## config.mk

```make
export PLATFORM = sky130hd
export DESIGN_NAME = console_io
export DESIGN_NICKNAME = d
export VERILOG_FILES = /design/src/rtl/console_io.sv
export SDC_FILE = /design/constraint.sdc
export NUM_CORES = 1
export LEC_CHECK = 0
export ABC_CLOCK_PERIOD_IN_PS = 5300
export CORE_MARGIN = 1.5
export CORE_UTILIZATION = 60
export CTS_CLUSTER_DIAMETER = 60
export DETAILED_ROUTE_END_ITERATION = 8
export DONT_BUFFER_PORTS = 1
export PLACE_DENSITY = 0.76
export REMOVE_ABC_BUFFERS = 1
export SLEW_MARGIN = 10
export SYNTH_ARGS = -nofsm -noshare
export SYNTH_HDL_FRONTEND = slang
export SYNTH_SLANG_ARGS = --single-unit
```

## constraint.sdc

```tcl
create_clock -name clock -period 5.3 [get_ports clock]
set_input_delay 1.06 -clock clock [delete_from_list [all_inputs] [get_ports clock]]
set_output_delay 1.06 -clock clock [all_outputs]
set_load 0.01 [all_outputs]
```

## src/rtl/console_io.sv

```systemverilog
// Console I/O block: decodes CPU port bus, holds stdin (RX) / stdout (TX) byte FIFOs, exit flag, irq.
// Latency: cpu_rdata is combinational; writes and FIFO moves land at the posedge; irq is registered.
// Backpressure: rx_ready drops while RX is full; tx_valid holds until tx_ready; CPU writes to a full TX drop.
//
// Ports:
//   clock, reset                 single clock, synchronous active-high reset
//   io_port, cpu_wdata,
//   cpu_wvalid, cpu_rdata        CPU port bus (port number, write data/strobe, read data)
//   irq                          level interrupt = registered |(status & mask)
//   rx_valid, rx_data, rx_ready  external stdin byte stream into the RX FIFO
//   tx_valid, tx_data, tx_ready  stdout byte stream out of the TX FIFO
//   halted, exit_code            sticky end-of-program flag and last value written to port 0

module console_io_fifo #(
  parameter int DEPTH = 16
) (
  input  logic                     clock,
  input  logic                     reset,
  input  logic                     push,
  input  logic [7:0]               push_dat,
  input  logic                     pop,
  output logic [7:0]               head_dat,
  output logic                     full,
  output logic                     empty,
  output logic [$clog2(DEPTH):0]   count
);
  localparam int AW = $clog2(DEPTH);

  // Pointers carry one extra wrap bit so full and empty are distinguishable.
  logic [AW:0] wr_ptr;
  logic [AW:0] rd_ptr;
  logic [7:0]  mem [DEPTH];

  always_ff @(posedge clock) begin
    if (reset) begin
      wr_ptr <= '0;
      rd_ptr <= '0;
    end else begin
      if (push) wr_ptr <= wr_ptr + (AW+1)'(1);
      if (pop)  rd_ptr <= rd_ptr + (AW+1)'(1);
    end
  end

  // Storage needs no reset: contents are only visible through the pointers.
  always_ff @(posedge clock) begin
    if (push) mem[wr_ptr[AW-1:0]] <= push_dat;
  end

  assign full     = (wr_ptr[AW] != rd_ptr[AW]) && (wr_ptr[AW-1:0] == rd_ptr[AW-1:0]);
  assign empty    = (wr_ptr == rd_ptr);
  assign count    = wr_ptr - rd_ptr;
  assign head_dat = mem[rd_ptr[AW-1:0]];
endmodule

module console_io #(
  parameter int RX_DEPTH = 16,
  parameter int TX_DEPTH = 16
) (
  input  logic        clock,
  input  logic        reset,
  input  logic [8:0]  io_port,
  input  logic [15:0] cpu_wdata,
  input  logic        cpu_wvalid,
  output logic [15:0] cpu_rdata,
  output logic        irq,
  input  logic        rx_valid,
  input  logic [7:0]  rx_data,
  output logic        rx_ready,
  output logic        tx_valid,
  output logic [7:0]  tx_data,
  input  logic        tx_ready,
  output logic        halted,
  output logic [15:0] exit_code
);
  localparam int RAW = $clog2(RX_DEPTH);
  localparam int TAW = $clog2(TX_DEPTH);

  localparam logic [8:0] PORT_EXIT   = 9'd0;
  localparam logic [8:0] PORT_STDIN  = 9'd2;
  localparam logic [8:0] PORT_STDOUT = 9'd3;
  localparam logic [8:0] PORT_ISTAT  = 9'd4;
  localparam logic [8:0] PORT_IMASK  = 9'd5;

  logic         rx_full, rx_empty, tx_full, tx_empty;
  logic [7:0]   rx_head;
  logic [RAW:0] rx_cnt, rx_cnt_nxt;
  logic [TAW:0] tx_cnt, tx_cnt_nxt;
  logic         rx_push, rx_pop, tx_push, tx_pop;
  logic [1:0]   mask, mask_nxt, status, status_nxt;

  assign rx_ready = !rx_full;
  assign tx_valid = !tx_empty;

  assign rx_push = rx_valid && !rx_full;
  assign rx_pop  = cpu_wvalid && (io_port == PORT_STDIN) && !rx_empty;
  assign tx_push = cpu_wvalid && (io_port == PORT_STDOUT) && !tx_full;
  assign tx_pop  = tx_valid && tx_ready;

  console_io_fifo #(.DEPTH(RX_DEPTH)) u_rx_fifo (
    .clock    (clock),
    .reset    (reset),
    .push     (rx_push),
    .push_dat (rx_data),
    .pop      (rx_pop),
    .head_dat (rx_head),
    .full     (rx_full),
    .empty    (rx_empty),
    .count    (rx_cnt)
  );

  console_io_fifo #(.DEPTH(TX_DEPTH)) u_tx_fifo (
    .clock    (clock),
    .reset    (reset),
    .push     (tx_push),
    .push_dat (cpu_wdata[7:0]),
    .pop      (tx_pop),
    .head_dat (tx_data),
    .full     (tx_full),
    .empty    (tx_empty),
    .count    (tx_cnt)
  );

  assign status = {!tx_full, !rx_empty};

  // irq is registered from the state this edge produces, so the occupancies
  // and mask are projected forward rather than read back from the registers.
  assign rx_cnt_nxt = rx_cnt + (RAW+1)'(rx_push) - (RAW+1)'(rx_pop);
  assign tx_cnt_nxt = tx_cnt + (TAW+1)'(tx_push) - (TAW+1)'(tx_pop);
  assign mask_nxt   = (cpu_wvalid && io_port == PORT_IMASK) ? cpu_wdata[1:0] : mask;
  assign status_nxt = {tx_cnt_nxt != (TAW+1)'(TX_DEPTH), rx_cnt_nxt != '0};

  always_ff @(posedge clock) begin
    if (reset) begin
      mask      <= 2'b00;
      irq       <= 1'b0;
      halted    <= 1'b0;
      exit_code <= 16'h0000;
    end else begin
      mask <= mask_nxt;
      irq  <= |(status_nxt & mask_nxt);
      if (cpu_wvalid && io_port == PORT_EXIT) begin
        halted    <= 1'b1;
        exit_code <= cpu_wdata;
      end
    end
  end

  always_comb begin
    cpu_rdata = 16'h0000;
    case (io_port)
      PORT_STDIN:  cpu_rdata = rx_empty ? 16'h8000 : {8'h00, rx_head};
      PORT_STDOUT: cpu_rdata = {15'b0, !tx_full};
      PORT_ISTAT:  cpu_rdata = {14'b0, status & mask};
      PORT_IMASK:  cpu_rdata = {14'b0, mask};
      default:     cpu_rdata = 16'h0000;
    endcase
  end
endmodule

```

# ---- Yosys cells after proc, flatten, opt, wreduce, memory -nomap -nowiden
# Memory sizes are Yosys's and may differ from the RTL's. A register that Yosys moved wholly into a read port is not among the register bits.
# Cells that the tools add are included.
dict set report word_totals {
  ramBits 256
  mem_count 2
  out_inout_bits 44
  regBits 40
  in_bits 38
}
# name depth width read_ports rd_ports_with_merged_regs wr line
set memory_table {}
lappend memory_table {u_rx_fifo.mem 16 8 1 1 1 32} ;# logic [7:0] mem [DEPTH];
lappend memory_table {u_tx_fifo.mem 16 8 1 1 1 32}
dict set report op_classes {
  reduce_logical 17
  n_mux 11
  n_bitwise 2
  eq_ne 11
  add_sub_neg 10
}
# cell count
set ops {}
lappend ops {{$pmux W16 S4} 1}
lappend ops {{$add A5 B1 Y5 const B} 4}
lappend ops {{$eq A9 B2 Y1 const B} 2}
lappend ops {{$eq A9 B3 Y1 const B} 2}
lappend ops {{$mux W16} 1}
lappend ops {{$mux W4} 4}
lappend ops {{$add A5 B1 Y5} 2}
lappend ops {{$eq A5 B5 Y1} 2}
lappend ops {{$logic_and A1 B1 Y1} 10}
lappend ops {{$sub A5 B1 Y5} 2}
lappend ops {{$sub A5 B5 Y5} 2}
lappend ops {{$logic_not A9 Y1} 1}
lappend ops {{$eq A4 B4 Y1} 2}
lappend ops {{$ne A5 B5 Y1 const B} 1}
lappend ops {{$reduce_bool A5 Y1} 1}
lappend ops {{$and A2 B2 Y2} 2}
lappend ops {{$logic_not A1 Y1} 4}
lappend ops {{$mux W1} 4}
lappend ops {{$mux W2} 1}
lappend ops {{$ne A1 B1 Y1} 2}
lappend ops {{$reduce_or A2 Y1} 1}

# ---- Longest topological paths before layout
# Gate-level depths: netlist of the first run.
dict set report logic_depth {
  word_depth 9
  mapped_depth 16
}

# ---- Cells and area by module
# Synthesis of the first run repeated with hierarchy kept, for this count alone.
dict set report unflattened {
  cells_unflattened 730
  hier_area_um2 12714.7
}
# module area_per_inst_um2 cells_per_inst n_inst seq_area_each_um2
set modules_own_cells {}
lappend modules_own_cells {console_io_fifo 5688.0 290 2 4124.0}
lappend modules_own_cells {console_io 1338.8 150 1 400.4}

# ---- Worst setup path after synthesis of the first run
# Ideal clock, no wire load.
dict set report synth_path {
  path_kind {input port to flip-flop}
  from {input io_port[7]}
  to {register irq}
  t_arrival_ns 4.156
  setup_slack_ns 1.028
  stages 12
  path_buffers 0
  required_ns 5.183
  setup_time_ns 0.117
  path_cell_list {nor4_4 > nand4b_4 > or3_4 > nor2_1 > inv_1 > fa_1 > fa_1 > ha_1 > fa_1 > nor3_1 > nand3_1 > a22o_1}
}
dict set report synth_between {
  elab_chain_len 8
  word_cells_on_any_way 16
  classes_between {3 x add/sub; 4 x eq/ne; 1 x mux; 1 x bitwise; 7 x reduce/logical}
}
# element line
set synth_rtl {}
lappend synth_rtl {{start, declared} 61} ;# input logic [8:0] io_port,
lappend synth_rtl {{$eq A9 B2 Y1} 96} ;# assign tx_push = cpu_wvalid && (io_port == PORT_STDOUT) && !tx_full;
lappend synth_rtl {{$logic_and A1 B1 Y1 (2 in a row)} 96}
lappend synth_rtl {{$add A5 B1 Y5} 128} ;# assign tx_cnt_nxt = tx_cnt + (TAW+1)'(tx_push) - (TAW+1)'(tx_pop);
lappend synth_rtl {{$sub A5 B1 Y5} 128}
lappend synth_rtl {{$ne A5 B5 Y1} 130} ;# assign status_nxt = {tx_cnt_nxt != (TAW+1)'(TX_DEPTH), rx_cnt_nxt != '0};
lappend synth_rtl {{$and A2 B2 Y2 (*)} 140} ;# irq <= |(status_nxt & mask_nxt);
lappend synth_rtl {{$reduce_or A2 Y1 (*)} 140}
lappend synth_rtl {{end signal, assigned} 140}
lappend synth_rtl {{end, declared} 65} ;# output logic irq,
# Mark *: on every way between the ends. The rest lies on a longest branch, timed or not.
# A chain may end at the register's enable or synchronous reset.

# ---- Worst setup path in the final report of the first run
dict set report layout_path {
  from {register u_tx_fifo.wr_ptr[2]}
  to {register irq}
}
dict set report layout_between {
  elab_chain_len 9
  word_cells_on_any_way 13
  classes_between {3 x add/sub; 3 x eq/ne; 1 x bitwise; 6 x reduce/logical}
}
# element line
set layout_rtl {}
lappend layout_rtl {{start, declared} 30} ;# logic [AW:0] wr_ptr;
lappend layout_rtl {{start signal, assigned} 39} ;# if (push) wr_ptr <= wr_ptr + (AW+1)'(1);
lappend layout_rtl {{$eq A4 B4 Y1} 49} ;# assign full = (wr_ptr[AW] != rd_ptr[AW]) && (wr_ptr[AW-1:0] == rd_ptr[AW-1:0]);
lappend layout_rtl {{$logic_and A1 B1 Y1} 49}
lappend layout_rtl {{$logic_not A1 Y1} 96}
lappend layout_rtl {{$logic_and A1 B1 Y1} 96}
lappend layout_rtl {{net tx_push} 88} ;# logic rx_push, rx_pop, tx_push, tx_pop;
lappend layout_rtl {{$add A5 B1 Y5} 128}
lappend layout_rtl {{$sub A5 B1 Y5} 128}
lappend layout_rtl {{$ne A5 B5 Y1} 130}
lappend layout_rtl {{$and A2 B2 Y2} 140}
lappend layout_rtl {{$reduce_or A2 Y1} 140}
# The timed path passes the listed nets, and every way through them passes these cells.

==> reports/qor.log, run 1 <==
INFO  yosys          synth_top_area_cells=sky130_fd_sc_hd__edfxtp_1 (62%), sky130_fd_sc_hd__mux4_2 (14%), sky130_fd_sc_hd__dfxtp_1 (7.7%), sky130_fd_sc_hd__ha_1 (2.6%), sky130_fd_sc_hd__nor2_1 (1.9%)
INFO  floorplanning  die_width=147um
INFO  yosys          synth_commonest_cells=sky130_fd_sc_hd__edfxtp_1 (256), sky130_fd_sc_hd__mux4_2 (78), sky130_fd_sc_hd__nor2_1 (63), sky130_fd_sc_hd__dfxtp_1 (48), sky130_fd_sc_hd__ha_1 (26)
INFO  sta            timing.final.hold_violations=0
INFO  setup_path     timing.critical_path.fanout_max=9
INFO  drt            drtAntennaViolNets=0
INFO  drt            vias=5983
INFO  sta            final_max_slew_viols=0
INFO  floorplanning  pin_count=82
INFO  final_layout   final_nets=768
INFO  sta            finalHoldWorstSlack=0.504ns
INFO  clocking       cts_resized=0
INFO  yosys          synth_largest_area_cell=sky130_fd_sc_hd__edfxtp_1
INFO  drt            detail_route.wl_per_cell=24.4um
INFO  grt            number_of_antenna_violations_at_the_first_check_in_global_routing=0
INFO  grt            grt_pass1_vias=6287
INFO  yosys          ys_seq_area_frac=0.694
INFO  yosys          synth_ff_type=sky130_fd_sc_hd__edfxtp_1
INFO  floorplanning  die_h=147um
INFO  setup_path     critPathTopFamily=adder cells
INFO  yosys          synth-seq-cells=304
INFO  clocking       cts_tree=built
INFO  clocking       cts_max_path_buffers=3
INFO  yosys          yosys_warnings=0
INFO  setup_path     cpMostUsedCell=sky130_fd_sc_hd__fa_1
INFO  drt            routed_wl=24200um
INFO  sta            setup_violations=0
INFO  placed_design  placed_area=0.0127mm2
INFO  floorplanning  die_area=0.0216mm2
INFO  clocking       numCtsBuffers=30
INFO  yosys          synth_edf_count=256
INFO  setup_path     timing.critical_path.buf_inv=1
INFO  setup_path     crit_path_start_kind=flop
INFO  clocking       cts.htree.levels=1
INFO  final_layout   multiInputGateArea=0.00358mm2
INFO  drt            drt_iter0_markers=412
INFO  floorplanning  placeableCoreArea=0.0203mm2
INFO  yosys          synth_async_sr_flop_share=0
INFO  clocking       holdBufCountCts=0
INFO  sta            finalCriticalPeriod=4.25ns
INFO  setup_path     cp_cell_sequence=inv_1 -> ha_1 -> nand2_1 -> nor4_2 -> nor3_2 -> fa_1 -> fa_1 -> ha_1 -> fa_1 -> nor3_1 -> nand3_1 -> a22o_1
INFO  sta            rsz0062_at_grt=no
INFO  yosys          post_syn_instances=690
INFO  setup_path     crit_type=flop to flop
INFO  setup_path     worst_ep_required_time=5.73ns
INFO  clocking       ctsRootBufferMaster=sky130_fd_sc_hd__clkbuf_16
INFO  sta            skew=0.00889ns
INFO  sta            worstMarginPinSlew=1.13ns
INFO  yosys          netlist-cell-type-count=47
INFO  clocking       insertion_delay=0.54ns
INFO  drt            post_drt_via_cell_ratio=6.05
INFO  final_layout   areaGrowthSynthToFinish=9.41%
INFO  yosys          synth_top_cell_area_share=0.617
INFO  run            drv.max_cap_violation_count=0
INFO  final_layout   regArea=0.00865mm2
INFO  final_layout   drive_above_1_share=0.202
INFO  drt            drc_errors=0
INFO  final_layout   fill_cells=1341
INFO  clocking       sinks_on_clock_net=304
INFO  yosys          synth_most_common_cell=sky130_fd_sc_hd__edfxtp_1
INFO  grt            grt-ovfl-total=0
INFO  floorplanning  floorplan.initialDensity=0.614
INFO  final_layout   antenna_diode_count=0
INFO  sta            period_share=0.803
INFO  grt            grt_start_max_net_pins=44
INFO  floorplanning  fp-row-count=52
INFO  placed_design  dp.final_hpwl=15700um
INFO  grt            overall_global_routing_usage=0.233
INFO  placed_design  globalplace.congestion=0.808
INFO  yosys          syn-cell-area=0.0125mm2
INFO  power          leakagePower=4.50nW
INFO  final_layout   finish.instance_area=0.0136mm2
INFO  min_path       min_path_type=flop to flop
INFO  setup_path     crit_path_max_incr_delay=0.59ns
INFO  setup_path     timing.critical_path.slowest_stage_cell=sky130_fd_sc_hd__nor4_2
INFO  placed_design  buffer_ports.inserted=0
INFO  clocking       cts.clk_slew.worst_paths=0.06ns
INFO  setup_path     critical_path_arrival=4.68ns
INFO  grt            wire_length_of_the_first_global_routing_pass=37300um
INFO  sta            setup_tns=0ns
INFO  clocking       cts_setup_buffers=0
INFO  yosys          synth.avg_cell_area=18.1um2
INFO  drt            firstDrtPassIters=5
INFO  power          report.power.total=4.59mW
INFO  power          power_per_cell_area=337mW/mm2
INFO  sta            max_freq=235MHz
INFO  setup_path     worst_setup_end_kind=flop
INFO  status         run_status=finished clean
INFO  sta            max-slew-margin-rel=0.245
INFO  power          irDropWorstVdd=285uV
final timing paths:
path,startpoint,slack [ns],to,cells past startpoint
hold reg to reg,halted$_SDFFE_PP0P_,0.50,halted$_SDFFE_PP0P_,2
setup / recovery,u_tx_fifo.wr_ptr[2]$_SDFFE_PP0P_,1.05,irq$_SDFF_PP0_,12
setup reg to reg,u_tx_fifo.wr_ptr[2]$_SDFFE_PP0P_,1.05,irq$_SDFF_PP0_,12
hold / removal,halted$_SDFFE_PP0P_,0.50,halted$_SDFFE_PP0P_,2
flip-flops by register name, indices dropped and copies added, names as in the netlist, 2 cells and up, named ones only:
name              flops
u_rx_fifo.mem       128
u_tx_fifo.mem       128
exit_code            16
u_rx_fifo.rd_ptr      5
u_rx_fifo.wr_ptr      5
u_tx_fifo.rd_ptr      5
u_tx_fifo.wr_ptr      5
mask                  2
cells by family after synthesis:
group,share of synthesized area
other,0.000301
AOI/OAI and AO/OA,0.0116
xor gates and xnor gates,0.0204
adders and majority gates,0.0357
and+or+nand+nor,0.0550
muxes,0.160
buffers and inverters,0.0224
DFF,0.694
report_power, final:
group	switching [mW]	internal (mW)	leakage, nW
clock	0.827	1.10	0.434
sequential	0.00766	2.60	2.70
combinational	0.0324	0.0259	1.37
through the flow:
| stage | cells | utilization | setup slack [ns] |
|---|---|---|---|
| global placement | 936 | 0.627 | 0.790 |
| CTS | 989 | 0.672 | 1.02 |
| finish | 989 | 0.672 | 1.05 |
| global route | 989 | 0.672 | 0.770 |
| floorplan | 658 | - | 0.978 |
| detailed placement | 936 | 0.627 | 0.698 |
routing by layer:
metal / wire length (um) / track usage / part of all wire
met1: 9120 / 0.291 / 0.38
met2: 12900 / 0.415 / 0.53
met3: 1660 / 0.0497 / 0.069
met4: 520 / 0.0640 / 0.022
met5: 0 / 0 / 0
worst reg2reg max path, stage by stage (launching register included):
cell                      delay (ns)
sky130_fd_sc_hd__dfxtp_1        0.53
sky130_fd_sc_hd__inv_1          0.15
sky130_fd_sc_hd__ha_1           0.38
sky130_fd_sc_hd__nand2_1        0.13
sky130_fd_sc_hd__nor4_2         0.59
sky130_fd_sc_hd__nor3_2         0.21
sky130_fd_sc_hd__fa_1           0.48
sky130_fd_sc_hd__fa_1           0.45
sky130_fd_sc_hd__ha_1           0.25
sky130_fd_sc_hd__fa_1           0.45
sky130_fd_sc_hd__nor3_1         0.19
sky130_fd_sc_hd__nand3_1        0.11
sky130_fd_sc_hd__a22o_1         0.24
layout make-up:
class	instances	area share
sequential	304	0.635
tap	270	0.0248
multi-input combinational	329	0.263
inverter	25	0.00688
clock inverter	10	0.00486
clock buffer	43	0.0616
timing repair buffer	8	0.00441
placed cells by master, fill, tap and decap left out, types with 2 or more instances in the layout:
| cell type | n |
|---|---|
| sky130_fd_sc_hd__a211oi_1 | 2 |
| sky130_fd_sc_hd__inv_1 | 25 |
| sky130_fd_sc_hd__nor2_1 | 63 |
| sky130_fd_sc_hd__nor4_2 | 2 |
| sky130_fd_sc_hd__buf_4 | 8 |
| sky130_fd_sc_hd__conb_1 | 7 |
| sky130_fd_sc_hd__dfxtp_1 | 44 |
| sky130_fd_sc_hd__a21o_1 | 2 |
| sky130_fd_sc_hd__fa_1 | 6 |
| sky130_fd_sc_hd__a21oi_1 | 7 |
| sky130_fd_sc_hd__edfxtp_1 | 256 |
| sky130_fd_sc_hd__xor2_1 | 9 |
| sky130_fd_sc_hd__nor2b_1 | 10 |
| sky130_fd_sc_hd__mux2i_1 | 22 |
| sky130_fd_sc_hd__clkbuf_1 | 9 |
| sky130_fd_sc_hd__clkbuf_8 | 4 |
| sky130_fd_sc_hd__mux4_2 | 78 |
| sky130_fd_sc_hd__clkinv_1 | 5 |
| sky130_fd_sc_hd__or4_1 | 3 |
| sky130_fd_sc_hd__clkinvlp_4 | 2 |
| sky130_fd_sc_hd__xnor2_1 | 20 |
| sky130_fd_sc_hd__clkbuf_16 | 30 |
| sky130_fd_sc_hd__ha_1 | 26 |
| sky130_fd_sc_hd__nand4_1 | 6 |
| sky130_fd_sc_hd__nor3_1 | 11 |
| sky130_fd_sc_hd__nor4_1 | 2 |
| sky130_fd_sc_hd__dfxtp_2 | 4 |
| sky130_fd_sc_hd__nor3_2 | 5 |
| sky130_fd_sc_hd__nand2_1 | 21 |
| sky130_fd_sc_hd__o21ai_0 | 3 |
| sky130_fd_sc_hd__or3_1 | 2 |
| sky130_fd_sc_hd__nand3_1 | 5 |
Power figures use the tool's default switching activity.
==> run 2, diff against run 1 <==
ABC_CLOCK_PERIOD_IN_PS = 4500   (was 5300)
clock period = 4.5 ns   (was 5.3 ns; I/O delays follow)
==> run 2 against run 1 <==
Net effect: total power rose by 25%; count of clock-buffer cells in the layout fell by 4; critical endpoint unchanged; largest cell class unchanged; hold slack got worse by 0.079 ns; critical path depth did not move; non-clock buffer count rose by 15; flip-flop and latch count did not move; largest power group unchanged; highest routed layer unchanged.
==> reports/qor.log, run 2 (synthesized netlist as in run 1, its figures left out) <==
INFO  sta            max-slew-margin-rel=0.347 [+0.103]
INFO  clocking       cts_setup_buffers=0 [unchanged]
INFO  floorplanning  die_area=0.0216mm2 [unchanged]
INFO  floorplanning  pin_count=82 [unchanged]
INFO  clocking       cts.clk_slew.worst_paths=0.06ns [about the same]
INFO  setup_path     critPathTopFamily=adder cells
INFO  sta            setup_violations=0 [unchanged]
INFO  placed_design  buffer_ports.inserted=0 [unchanged]
INFO  drt            drc_errors=0 [unchanged]
INFO  setup_path     worst_ep_required_time=4.95ns [-0.78 ns]
INFO  floorplanning  fp-row-count=52 [unchanged]
INFO  clocking       insertion_delay=0.55ns [about the same]
INFO  drt            vias=6172 [+3.2%]
INFO  drt            post_drt_via_cell_ratio=6.12 [+1.1%]
INFO  sta            period_share=0.901 [+0.0984]
INFO  clocking       numCtsBuffers=31 [+3.3%]
INFO  setup_path     reg2reg_setup_slack=0.44ns [-0.60 ns]
INFO  drt            routed_wl=25000um [+3.4%]
INFO  placed_design  globalplace.congestion=0.829 [+2.5%]
INFO  drt            drt_iter0_markers=478 [+16%]
INFO  setup_path     crit_type=flop to flop
INFO  setup_path     crit_path_start_kind=flop
INFO  setup_path     timing.critical_path.buf_inv=1 [unchanged]
INFO  grt            grt-ovfl-total=0 [unchanged]
INFO  setup_path     crit-reg2reg-capture=irq$_SDFF_PP0_
INFO  final_layout   mostFrequentLayoutCell=sky130_fd_sc_hd__edfxtp_1
INFO  drt            detail_route.wl_per_cell=24.8um [+1.3%]
INFO  clocking       sinks_on_clock_net=304 [unchanged]
INFO  sta            final_max_slew_viols=0 [unchanged]
INFO  min_path       min_path_type=input pin to flop
INFO  drt            firstDrtPassIters=4 [-1]
INFO  setup_path     r2r-start=u_tx_fifo.wr_ptr[2]$_SDFFE_PP0P_
INFO  final_layout   final_nets=784 [+2.1%]
INFO  floorplanning  die_width=147um [unchanged]
INFO  grt            overall_global_routing_usage=0.242 [+0.00867]
INFO  clocking       cts_max_path_buffers=3 [unchanged]
INFO  run            drv.max_cap_violation_count=0 [unchanged]
INFO  setup_path     worst_setup_end_kind=flop
INFO  placed_design  dp.final_hpwl=16300um [+3.9%]
INFO  grt            number_of_antenna_violations_at_the_first_check_in_global_routing=0 [unchanged]
INFO  sta            timing.final.hold_violations=0 [unchanged]
INFO  setup_path     timing.critical_path.fanout_max=9 [unchanged]
INFO  final_layout   antenna_diode_count=0 [unchanged]
INFO  sta            skew=0.0137ns [+0.00484 ns]
INFO  sta            max_freq=247MHz [+4.9%]
INFO  floorplanning  placeableCoreArea=0.0203mm2 [unchanged]
INFO  sta            worstMarginPinSlew=0.975ns [-0.154 ns]
INFO  min_path       worst_hold_path.num_cells=1 [-1]
INFO  grt            grt_start_max_net_pins=44 [unchanged]
INFO  floorplanning  die_h=147um [unchanged]
INFO  grt            wire_length_of_the_first_global_routing_pass=38600um [+3.6%]
INFO  setup_path     cp_cell_sequence=inv_1 -> ha_1 -> nand2_1 -> nor4_4 -> nor3_2 -> fa_1 -> fa_1 -> ha_1 -> fa_1 -> nor3_1 -> nand3_1 -> a22o_1
INFO  clocking       cts_tree=built
INFO  status         run_status=finished clean
INFO  clocking       cts.htree.levels=1 [unchanged]
INFO  setup_path     crit_path_max_incr_delay=0.49ns [-0.10 ns]
INFO  power          power_per_cell_area=413mW/mm2 [+23%]
INFO  setup_path     critical_path_arrival=4.50ns [-0.18 ns]
INFO  final_layout   top_library_cells_by_usage_in_the_layout_fill_and_taps_aside=sky130_fd_sc_hd__edfxtp_1 (256), sky130_fd_sc_hd__mux4_2 (78), sky130_fd_sc_hd__nor2_1 (63)
INFO  final_layout   drive_above_1_share=0.215 [+0.0135]
INFO  drt            drtAntennaViolNets=0 [unchanged]
INFO  setup_path     timing.critical_path.slowest_stage_cell=sky130_fd_sc_hd__dfxtp_1
INFO  power          report.power.total=5.74mW [+25%]
INFO  min_path       endpoint_of_the_worst_hold_timing_path=u_rx_fifo.wr_ptr[3]$_SDFFE_PP0P_
INFO  sta            finalCriticalPeriod=4.06ns [-0.199 ns]
INFO  clocking       ctsRootBufferMaster=sky130_fd_sc_hd__clkbuf_16
INFO  sta            rsz0062_at_grt=no
INFO  final_layout   areaGrowthSynthToFinish=11.4%
INFO  setup_path     cpMostUsedCell=sky130_fd_sc_hd__fa_1
INFO  power          leakagePower=4.63nW [+2.9%]
INFO  power          irDropWorstVdd=305uV [+6.8%]
INFO  setup_path     reg2reg_depth=12 [unchanged]
INFO  min_path       holdCritStartpoint=reset
INFO  grt            grt_pass1_vias=6483 [+3.1%]
INFO  floorplanning  floorplan.initialDensity=0.614 [unchanged]
INFO  sta            setup_tns=0ns [unchanged]
[run 2: changes by cell type in the layout (fill, tap and decap cells not counted), sizes merged]
cell	delta
clkinvlp	-1
buf	+15
clkinv	+3
inv	+2
clkbuf	-4
bufinv	+5
[run 2: repair_timing]
| item | CTS | global route |
|---|---|---|
| hold buffers | 0 | 0 |
| resized for setup | 0 | 1 |
| endpoints found under the setup margin | 0 | 1 |
| hold endpoints to repair | 0 | 0 |
[run 2: worst max-delay path by stage]
stage / startpoint / end / slack [ns] / cells after the start
after floorplan: io_port[7] / irq$_SDFF_PP0_ / 0.34 / 12
after global placement: io_port[7] / irq$_SDFF_PP0_ / 0.35 / 12
after detailed placement: u_tx_fifo.wr_ptr[2]$_SDFFE_PP0P_ / irq$_SDFF_PP0_ / 0.26 / 12
after CTS: u_tx_fifo.wr_ptr[2]$_SDFFE_PP0P_ / irq$_SDFF_PP0_ / 0.24 / 12
after global routing: u_tx_fifo.wr_ptr[2]$_SDFFE_PP0P_ / irq$_SDFF_PP0_ / 0.15 / 12
final: u_tx_fifo.wr_ptr[2]$_SDFFE_PP0P_ / irq$_SDFF_PP0_ / 0.44 / 12
[run 2: power breakdown]
group | switching (mW) | total, mW | internal, mW
Sequential | 0.00807 | 3.07 | 3.07
Combinational | 0.0391 | 0.0701 | 0.0310
Clock | 1.03 | 2.59 | 1.56
Total | 1.08 | 5.74 | 4.65
[run 2: layer usage]
| metal | part of all wire | vias to the layer above | GRT usage |
|---|---|---|---|
| met1 | 0.38 | 3172 | 0.308 |
| met2 | 0.53 | 238 | 0.427 |
| li1 | - | 2720 | - |
| met5 | 0 | - | 0 |
| met4 | 0.022 | 0 | 0.0640 |
| met3 | 0.071 | 42 | 0.0503 |
[run 2: worst reg2reg max path: cells and delay by family, from the launching register on]
kind | cells | cell delay, ns
AND/OR/NAND/NOR | 5 | 1.11
AO/OA/AOI/OAI | 1 | 0.24
buffers and inverters | 1 | 0.14
adder cells (fa/ha/maj) | 5 | 1.97
flip-flops | 1 | 0.49
[run 2: final cells by class]
| cell class | instances | area (um2) |
|---|---|---|
| clock buffer | 39 | 806 |
| timing repair buffer | 23 | 198 |
| inverter | 25 | 93.8 |
| multi-input combinational | 329 | 3570 |
| clock inverter | 19 | 229 |
| tap | 270 | 338 |
| fill | 1315 | 6410 |
| sequential | 304 | 8650 |
[run 2: through the flow]
stage / worst slack [ns] / std cells / cell area (um2) / hold WS, ns / utilization
after global placement: 0.354 / 951 / 12800 / 0.475 / 0.633
after floorplan: 0.338 / 658 / 12300 / 0.463 / -
after global routing: 0.153 / 1009 / 13900 / 0.398 / 0.684
after detailed placement: 0.256 / 951 / 12800 / 0.495 / 0.633
final: 0.445 / 1009 / 13900 / 0.424 / 0.684
after CTS: 0.241 / 1009 / 13900 / 0.400 / 0.684
==> run 3, diff against run 2 <==
CORE_MARGIN = 8   (was 1.5)
==> run 3 against run 2 <==
Net effect: largest cell class unchanged; clock skew barely moved; final cell count shrank 0.50%; clock power down 4%.
==> reports/qor.log, run 3 (synthesized netlist as in run 1, its figures left out) <==
INFO  drt            detail_route.wl_per_cell=24.3um [-1.9%]
INFO  min_path       min_path_type=input pin to flop
INFO  drt            firstDrtPassIters=4 [unchanged]
INFO  final_layout   top_library_cells_by_usage_in_the_layout_fill_and_taps_aside=sky130_fd_sc_hd__edfxtp_1 (256), sky130_fd_sc_hd__mux4_2 (78), sky130_fd_sc_hd__nor2_1 (63)
INFO  grt            wire_length_of_the_first_global_routing_pass=37400um [-3.2%]
INFO  floorplanning  die_width=160um [+8.8%]
INFO  final_layout   final_nets=780 [-0.51%]
INFO  clocking       cts_setup_buffers=0 [unchanged]
INFO  setup_path     reg2reg_depth=13 [+1]
INFO  floorplanning  pin_count=82 [unchanged]
INFO  setup_path     crit-reg2reg-capture=irq$_SDFF_PP0_
INFO  power          power_per_cell_area=408mW/mm2 [-1.3%]
INFO  floorplanning  floorplan.initialDensity=0.614 [unchanged]
INFO  final_layout   antenna_diode_count=0 [unchanged]
INFO  final_layout   mostFrequentLayoutCell=sky130_fd_sc_hd__edfxtp_1
INFO  power          clockPowerShare=0.442 [-0.010]
INFO  setup_path     cp_cell_sequence=inv_1 -> ha_1 -> nand2_1 -> nor4_4 -> nor3_2 -> buf_4 -> fa_1 -> fa_1 -> ha_1 -> fa_1 -> nor3_1 -> nand3_1 -> a22o_1
INFO  setup_path     cpMostUsedCell=sky130_fd_sc_hd__fa_1
INFO  clocking       sinks_on_clock_net=304 [unchanged]
INFO  grt            grt_pass1_vias=6485 [+0.031%]
INFO  clocking       cts_resized=0 [unchanged]
INFO  run            drv.max_cap_violation_count=0 [unchanged]
INFO  setup_path     crit_type=flop to flop
INFO  sta            setup_tns=0ns [unchanged]
INFO  drt            post_drt_via_cell_ratio=6.06 [-0.87%]
INFO  sta            max-slew-margin-rel=0.336 [-0.0118]
INFO  placed_design  globalplace.congestion=0.786 [-5.2%]
INFO  grt            grt-ovfl-total=0 [unchanged]
INFO  status         run_status=finished clean
INFO  clocking       insertion_delay=0.54ns [about the same]
INFO  placed_design  placed_area=0.0128mm2 [-0.33%]
INFO  placed_design  buffer_ports.inserted=0 [unchanged]
INFO  setup_path     worst_ep_required_time=4.93ns [-0.02 ns]
INFO  setup_path     critPathTopFamily=adder cells
INFO  setup_path     timing.critical_path.buf_inv=2 [+1]
INFO  sta            worstMarginPinSlew=0.993ns [+0.0176 ns]
INFO  placed_design  dpl.cell_count=947 [-0.42%]
INFO  clocking       numCtsBuffers=31 [unchanged]
INFO  power          power_frac_seq=0.546 [+0.010]
INFO  setup_path     critical_path_arrival=4.58ns [+0.08 ns]
INFO  clocking       cts_tree=built
INFO  final_layout   finalNonFillerCells=1004 [-0.50%]
INFO  power          cellInternalPower=4.55mW [-2.2%]
INFO  setup_path     reg2reg_setup_slack=0.35ns [-0.09 ns]
INFO  sta            max_freq=241MHz [-2.3%]
INFO  sta            final_max_slew_viols=0 [unchanged]
INFO  clocking       holdBufCountCts=0 [unchanged]
INFO  floorplanning  die_h=160um [+8.8%]
INFO  grt            overall_global_routing_usage=0.188 [-0.0544]
INFO  floorplanning  fp-row-count=52 [unchanged]
INFO  floorplanning  placeableCoreArea=0.0203mm2 [unchanged]
INFO  grt            grt_start_max_net_pins=44 [unchanged]
INFO  grt            number_of_antenna_violations_at_the_first_check_in_global_routing=0 [unchanged]
INFO  final_layout   final_core_utilization=0.680 [-0.00401]
INFO  power          netSwitchingPower=1.08mW [-0.54%]
INFO  clocking       ctsRootBufferMaster=sky130_fd_sc_hd__clkbuf_16
INFO  drt            vias=6088 [-1.4%]
INFO  setup_path     timing.critical_path.slowest_stage_cell=sky130_fd_sc_hd__fa_1
INFO  clocking       cts_max_path_buffers=3 [unchanged]
INFO  setup_path     worst_setup_end_kind=flop
INFO  power          leakagePower=4.58nW [-1.0%]
INFO  final_layout   fill_cells=1309 [-0.46%]
INFO  setup_path     crit_path_start_kind=flop
INFO  min_path       endpoint_of_the_worst_hold_timing_path=u_rx_fifo.rd_ptr[4]$_SDFFE_PP0P_
INFO  sta            setup_violations=0 [unchanged]
INFO  drt            drc_errors=0 [unchanged]
INFO  drt            routed_wl=24400um [-2.4%]
INFO  sta            rsz0062_at_grt=no
INFO  placed_design  dp.final_hpwl=16100um [-1.3%]
INFO  floorplanning  die_area=0.0256mm2 [+18%]
INFO  power          power_frac_comb=0.012 [about the same]
INFO  sta            skew=0.0137ns [-0.0000227 ns]
INFO  final_layout   finish.instance_area=0.0138mm2 [-0.59%]
INFO  final_layout   drive_above_1_share=0.211 [-0.00398]
INFO  sta            final_critical_path_setup_slack=0.351ns [-0.0941 ns]
INFO  clocking       cts.htree.levels=1 [unchanged]
INFO  sta            period_share=0.922 [+0.0209]
INFO  setup_path     crit_path_max_incr_delay=0.48ns [about the same]
INFO  setup_path     r2r-start=u_tx_fifo.wr_ptr[2]$_SDFFE_PP0P_
INFO  min_path       holdCritStartpoint=reset
INFO  final_layout   areaGrowthSynthToFinish=10.8%
INFO  power          report.power.total=5.63mW [-1.9%]
INFO  drt            drt_iter0_markers=468 [-2.1%]
INFO  clocking       cts.clk_slew.worst_paths=0.06ns [about the same]
INFO  sta            timing.final.hold_violations=0 [unchanged]
INFO  drt            drtAntennaViolNets=0 [unchanged]
INFO  min_path       worst_hold_path.num_cells=1 [unchanged]
INFO  setup_path     timing.critical_path.fanout_max=9 [unchanged]
INFO  placed_design  dp_slack=0.174ns [-0.0828 ns]
INFO  power          power_switching_share=0.191 [+0.00256]
INFO  sta            finalHoldWorstSlack=0.428ns [+0.00348 ns]
INFO  power          irDropWorstVdd=366uV [+20%]
INFO  sta            finalCriticalPeriod=4.15ns [+0.0941 ns]
[run 3: changes by cell type in the layout (fill, tap and decap cells not counted), moves of 2 or more]
cell | before | now
sky130_fd_sc_hd__clkinv_4 | 0 | 2
sky130_fd_sc_hd__bufinv_16 | 5 | 3
sky130_fd_sc_hd__clkbuf_1 | 8 | 6
sky130_fd_sc_hd__buf_4 | 21 | 18
[run 3: layout make-up]
type	count	area (um2)	share of cell area
multi-input cells	329	3570	0.259
well taps	270	338	0.0245
clock buffers	38	812	0.0588
clock inverters	19	184	0.0133
inverters	25	93.8	0.00680
flip-flops and latches	304	8650	0.627
repair buffers	19	155	0.0112
[run 3: worst max-delay path by stage]
stage,startpoint,to,slack [ns],depth (start not counted)
after floorplan,io_port[7],irq$_SDFF_PP0_,0.34,12
after CTS,u_tx_fifo.wr_ptr[2]$_SDFFE_PP0P_,irq$_SDFF_PP0_,0.18,13
after global routing,u_tx_fifo.wr_ptr[2]$_SDFFE_PP0P_,irq$_SDFF_PP0_,0.13,13
after global placement,io_port[7],irq$_SDFF_PP0_,0.36,12
final,u_tx_fifo.wr_ptr[2]$_SDFFE_PP0P_,irq$_SDFF_PP0_,0.35,13
after detailed placement,u_tx_fifo.wr_ptr[2]$_SDFFE_PP0P_,irq$_SDFF_PP0_,0.17,13
[run 3: metal layers]
metal	global-route usage	part of all wire	vias to the layer above	routed length, um
li1	-	-	2710	-
met1	0.220	0.38	3138	9360
met2	0.346	0.54	194	13100
met3	0.0321	0.051	46	1250
met4	0.0561	0.028	0	678
met5	0	0	-	0
[run 3: power by group through the flow]
| stage | Sequential [mW] | Clock, mW | Combinational, mW |
|---|---|---|---|
| CTS | 3.07 | 2.52 | 0.0690 |
| global route | 3.07 | 2.63 | 0.0755 |
| floorplan | 3.13 | 0 | 0.0504 |
| global placement | 3.13 | 0 | 0.0662 |
| detailed placement | 3.13 | 0 | 0.0684 |
| finish | 3.07 | 2.49 | 0.0688 |
